--- config.mk ---
export PLATFORM = sky130hd
export DESIGN_NAME = mux_nto1_pipe
export DESIGN_NICKNAME = d
export VERILOG_FILES = /design/src/rtl/mux_nto1_pipe.sv
export SDC_FILE = /design/constraint.sdc
export NUM_CORES = 1
export LEC_CHECK = 0
export CORE_ASPECT_RATIO = 1.75
export CORE_MARGIN = 4
export CORE_UTILIZATION = 32
export CTS_BUF_LIST = sky130_fd_sc_hd__clkbuf_8
export DETAILED_ROUTE_END_ITERATION = 10
export PLACE_DENSITY = 0.82
export SYNTH_ARGS = -nofsm -noshare
export SYNTH_HDL_FRONTEND = slang
export SYNTH_SLANG_ARGS = --single-unit
export TNS_END_PERCENT = 50
--- constraint.sdc ---
create_clock -name clk -period 1.95 [get_ports clk]
set_clock_uncertainty 0.15 [all_clocks]
set_input_delay 0.2925 -clock clk [delete_from_list [all_inputs] [get_ports clk]]
set_output_delay 0.2925 -clock clk [all_outputs]
set_load 0.05 [all_outputs]
--- src/rtl/mux_nto1_pipe.sv ---
// N-to-1 channel multiplexer with a one-deep valid/ready output register.
// Define MUX_NTO1_PIPE_RR_EN to enable the round-robin select mode.
module mux_nto1_pipe #(
    parameter int WIDTH  = 32,
    parameter int NUM_IN = 4,
    parameter int SEL_W  = 2
) (
    input  logic                    clk,
    input  logic                    rst,
    input  logic [NUM_IN*WIDTH-1:0] in_data,
    input  logic [SEL_W-1:0]        sel,
    input  logic                    mode,
    input  logic                    in_valid,
    output logic                    in_ready,
    output logic [WIDTH-1:0]        out_data,
    output logic [SEL_W-1:0]        out_sel,
    output logic                    out_err,
    output logic                    out_valid,
    input  logic                    out_ready
);

    logic [WIDTH-1:0] chan_s [NUM_IN];
    logic [SEL_W-1:0] eff_sel_s;
    logic [WIDTH-1:0] sel_data_s;
    logic             sel_err_s;
    logic             in_ready_s;
    logic             xfer_s;

    logic [WIDTH-1:0] out_data_r;
    logic [SEL_W-1:0] out_sel_r;
    logic             out_err_r;
    logic             out_valid_r;

    for (genvar k = 0; k < NUM_IN; k++) begin : g_chan
        assign chan_s[k] = in_data[k*WIDTH +: WIDTH];
    end

    assign in_ready_s = !out_valid_r || out_ready;
    assign xfer_s     = in_valid && in_ready_s;

`ifdef MUX_NTO1_PIPE_RR_EN
    localparam logic [SEL_W-1:0] LAST_SEL = SEL_W'(NUM_IN - 1);

    logic [SEL_W-1:0] rr_ptr_r;

    // Round-robin pointer: steps on every round-robin transfer and wraps at the last channel.
    always_ff @(posedge clk) begin
        if (rst) begin
            rr_ptr_r <= '0;
        end else if (xfer_s && mode) begin
            if (rr_ptr_r == LAST_SEL) begin
                rr_ptr_r <= '0;
            end else begin
                rr_ptr_r <= rr_ptr_r + 1'b1;
            end
        end else begin
            rr_ptr_r <= rr_ptr_r;
        end
    end

    // Effective select: pointer in round-robin mode, external select otherwise.
    always_comb begin
        eff_sel_s = sel;
        if (mode) begin
            eff_sel_s = rr_ptr_r;
        end else begin
            eff_sel_s = sel;
        end
    end
`else
    logic unused_mode_s;

    assign unused_mode_s = mode;

    // Effective select: round-robin support is compiled out, so sel always wins.
    always_comb begin
        eff_sel_s = sel;
    end
`endif

    // Channel mux; selects beyond the last channel yield zero data and flag an error.
    always_comb begin
        sel_data_s = '0;
        sel_err_s  = ({{(32-SEL_W){1'b0}}, eff_sel_s} >= 32'(NUM_IN));
        if (sel_err_s) begin
            sel_data_s = '0;
        end else begin
            sel_data_s = chan_s[eff_sel_s];
        end
    end

    // Output register: load on transfer, drop valid on a pop with no refill, otherwise hold.
    always_ff @(posedge clk) begin
        if (rst) begin
            out_valid_r <= 1'b0;
            out_data_r  <= '0;
            out_sel_r   <= '0;
            out_err_r   <= 1'b0;
        end else if (xfer_s) begin
            out_valid_r <= 1'b1;
            out_data_r  <= sel_data_s;
            out_sel_r   <= eff_sel_s;
            out_err_r   <= sel_err_s;
        end else if (out_ready) begin
            out_valid_r <= 1'b0;
            out_data_r  <= out_data_r;
            out_sel_r   <= out_sel_r;
            out_err_r   <= out_err_r;
        end else begin
            out_valid_r <= out_valid_r;
            out_data_r  <= out_data_r;
            out_sel_r   <= out_sel_r;
            out_err_r   <= out_err_r;
        end
    end

    assign in_ready  = in_ready_s;
    assign out_data  = out_data_r;
    assign out_sel   = out_sel_r;
    assign out_err   = out_err_r;
    assign out_valid = out_valid_r;

endmodule

# After elaboration in Yosys (flattened, before gate mapping)
# Cells that the tools add are included.
# op_classes
reduce_logical,4
bitwise_logic,1
muxes,5
magnitude_cmp,1
# ops
operator,count
$bmux W32 S2,1
$mux W32,2
$ge A3 B3 Y1 const B,1
$not A2 Y3,1
$mux W1,2
$reduce_bool A2 Y1,1
$logic_and A1 B1 Y1,1
$logic_not A1 Y1,1
$logic_or A1 B1 Y1,1
# word_totals
in_bits,135
output_inout_bits,37
ff_bits,35
wordCells,14

# Depth between registers and ports, before layout
# Gate-level depths: netlist of run 1.
# logic_depth
word_depth,4
ltp_mapped,5
ltp_nobuf,4

# Worst setup path before layout of run 1
# No wires, ideal clock.
# synth_path
path_type,register to register
from,"register out_valid_r, in the netlist out_valid"
to,"register out_data_r[0], in the netlist out_data[0]"
setup_slack_ps,-35
required_ps,1740
stages_incl_launch_ff,6
path_buffers,1
arrival_ps,1775
setup_time_ps,60
path_cell_list,dfxtp_1 -> nor2b_2 -> inv_1 -> a21oi_2 -> buf_2 -> a22o_1
# synth_between
elab_chain_len,3
# synth_lines
element,line,source
"start, declared",32,logic out_valid_r;
"start signal, assigned",110,out_valid_r <= out_valid_r;
$logic_not A1 Y1,38,assign in_ready_s = !out_valid_r || out_ready;
$logic_or A1 B1 Y1,38,
via in_ready,14,"output logic in_ready,"
$logic_and A1 B1 Y1,39,assign xfer_s = in_valid && in_ready_s;
"end signal, assigned",101,out_data_r <= sel_data_s;
"end signal, assigned",106,out_data_r <= out_data_r;
"end signal, assigned",111,out_data_r <= out_data_r;
"end, declared",29,logic [WIDTH-1:0] out_data_r;
# The timed path passes the listed nets, and every way through them passes these cells.
# A chain may end at the register's enable or synchronous reset.

# Worst setup path in the final report of run 1
# layout_path
from,"register out_data_r[16], in the netlist out_data[16]"
to,output port out_data[16]
# layout_lines
element,line,source
"end, declared",15,"output logic [WIDTH-1:0] out_data,"
# No word-level cell between the ends.

==> results.ini, run 1 <==
[layout]
nets=432
final_layout_size_suffix_gt1_share_pct=25.2
syn_to_final_growth_pct=95.8
final_common_cell=clkdlybuf4s50_1
antenna_cells=0
layout_common_cells=clkdlybuf4s50_1, dfxtp_1, a22o_1, buf_4, mux4_2
nFillCells=460

[worst_hold_path]
min_from=out_data[19]
hold_class=flop to flop

[die]
start_util_pct=33.5
fp-row-count=36
die_w_um=66.1
io_pins=172
die_area_mm2=0.00724
die_y_um=110
core_area_mm2=0.00563

[clock_tree]
post_cts_resized=0
cts_hold_buf=0
post_cts_buffers=0
cts_tree=done
clkTransAtPathRegs_ps=70
clock_latency_ps=280
cts.sinks=35
h-tree-depth=2
cts_buffers=5
clk_path_buf_depth=2
cts_root_buf=clkbuf_8

[route]
wl_per_cell_um=18.1
drt-vias-per-instance=5.04
drt_iter0_drc=87
wl_um=6770
ant_nets=0
first_pass_iters=7
detail_route.drc_violations=0
vias=1884

[worst_setup_path]
crit_type=flop to output pin
end_kind=output pin
r2r_start=out_valid
setup.worst_path.start_class=flop
path_cells=clkdlybuf4s50_1
slowest_delay_ps=810
cp.required_ps=1510
cp_slowest_cell=clkdlybuf4s50_1
crit_buf_inv=1
critPathMaxFanout=2
path_delay_family=buffers and inverters
cp-startpoint=out_data[16]
arrival_ps=1430

[synthesis]
synth_warnings=0
seq_area_frac_synth_pct=37.1
synth_top_area_share_pct=37.1
synth_top_family_by_area=multiplexers
syn_area_per_cell_um2=14.9
syn-cell-area_mm2=0.00189
syn_inst=127
synth-simple-area-share_pct=1.52
ys_types=16
syn-num-nets=262
synth_area_leaders=dfxtp_1, mux4_2, a22o_1
yosysTopAreaCell=dfxtp_1
synth_mux_area_share_pct=38.8
synthXorXnorAreaFrac_pct=0
synth_fa_ha_area_share_pct=0
synth_compound_area_share_pct=16.6
postSynthRegisterBits=35

[sta]
grt_setup_unrepaired=no
tns_ps=0
post-route-min-period_ps=1870
finalHoldViolations=0
worst_slew_pin_slew_ps=511
finalSetupViolations=0
slew_headroom_pct=65.8
drv_slew=0
fmax_mhz=534
timing.final.crit_share_pct=96.0

[grt]
grt_max_degree=34
grt_pass1_wl_um=9800
grt_use_total_pct=18.3
antenna_found_initial=0
grt_pass1_vias=2064
overflow=0

[place]
dp_hpwl_um=5810
port_buffers=169
place.gp.congestion=0.754

[power_and_ir_drop]
ir_drop_mv=0.310
power.leakage_nw=1.45
finalPower_mw=2.11
powerDensity_mw_per_mm2=570

[job]
cap_violations=0

[outcome]
outcome=completed

-- cells by family (layout without fill, tap and decap cells) --
family	count (synthesis)	in the layout
AND/OR/NAND/NOR	4	4
flip-flops	35	35
AO/OA/AOI/OAI	38	38
other	1	1
buffers and inverters	17	188
multiplexers	32	32
-- path summary, 6_finish.rpt --
path	end	slack [ps]	cells after the start
setup / recovery	out_data[16]	80	1
setup reg to reg	out_data[8]	490	5
hold reg to reg	out_data[19]	330	1
hold / removal	out_data[19]	330	1
-- power by group --
group | switching, mW | total (mW) | internal [mW]
clock | 0.244 | 0.483 | 0.240
combinational | 0.361 | 0.826 | 0.465
sequential | 0.0281 | 0.799 | 0.771
total | 0.632 | 2.11 | 1.48
-- state kept, by name, summed over array words and instances, names as in the netlist --
| signal | count |
|---|---|
| out_data | 32 |
| out_sel | 2 |
| out_valid | 1 |
-- cell type report --
cell class	count	area, um2	share of cell area, %
Timing Repair Buffer	178	1730	46.7
Sequential cell	35	702	19.0
Multi-Input combinational cell	75	1080	29.3
Tap cell	76	95.1	2.57
Clock buffer	5	68.8	1.86
Inverter	2	7.51	0.203
Clock inverter	3	12.5	0.338
-- cell usage after synthesis (all sizes together) --
cell type,number
dfxtp,35
a22o,32
mux4,32
buf,14
a21oi,4
inv,2
nand3,2
o21ai,2
clkbuf,1
conb,1
nor2b,1
nor3,1
-- stage by stage --
| step | worst slack [ps] | cells | util, % | instance area [um2] | hold slack, ps |
|---|---|---|---|---|---|
| 2_1_floorplan | 141 | 127 | - | 1890 | 204 |
| 3_3_place_gp | 126 | 366 | 64.2 | 3620 | 311 |
| 3_5_place_dp | 113 | 366 | 64.2 | 3620 | 314 |
| 4_1_cts | 50.2 | 374 | 65.7 | 3700 | 332 |
| 5_1_grt | 20.5 | 374 | 65.7 | 3700 | 344 |
| 6_report | 77.8 | 374 | 65.7 | 3700 | 330 |
-- routing by layer --
metal  part of all wire [%]  track usage [%]  vias up
li1                       -                -      876
met1                     32             18.5      907
met2                     59             35.0       88
met3                    6.2             3.58       13
met4                    3.0             8.43        0
met5                      0                0        -
No activity file was read; power rests on OpenSTA's default activity.
==> run 2: changes to the inputs <==
Settings changed: CAP_MARGIN from default to 20.
==> results of run 2 <==
Same layout as run 1: the final DEF is identical, and so are final timing and power.
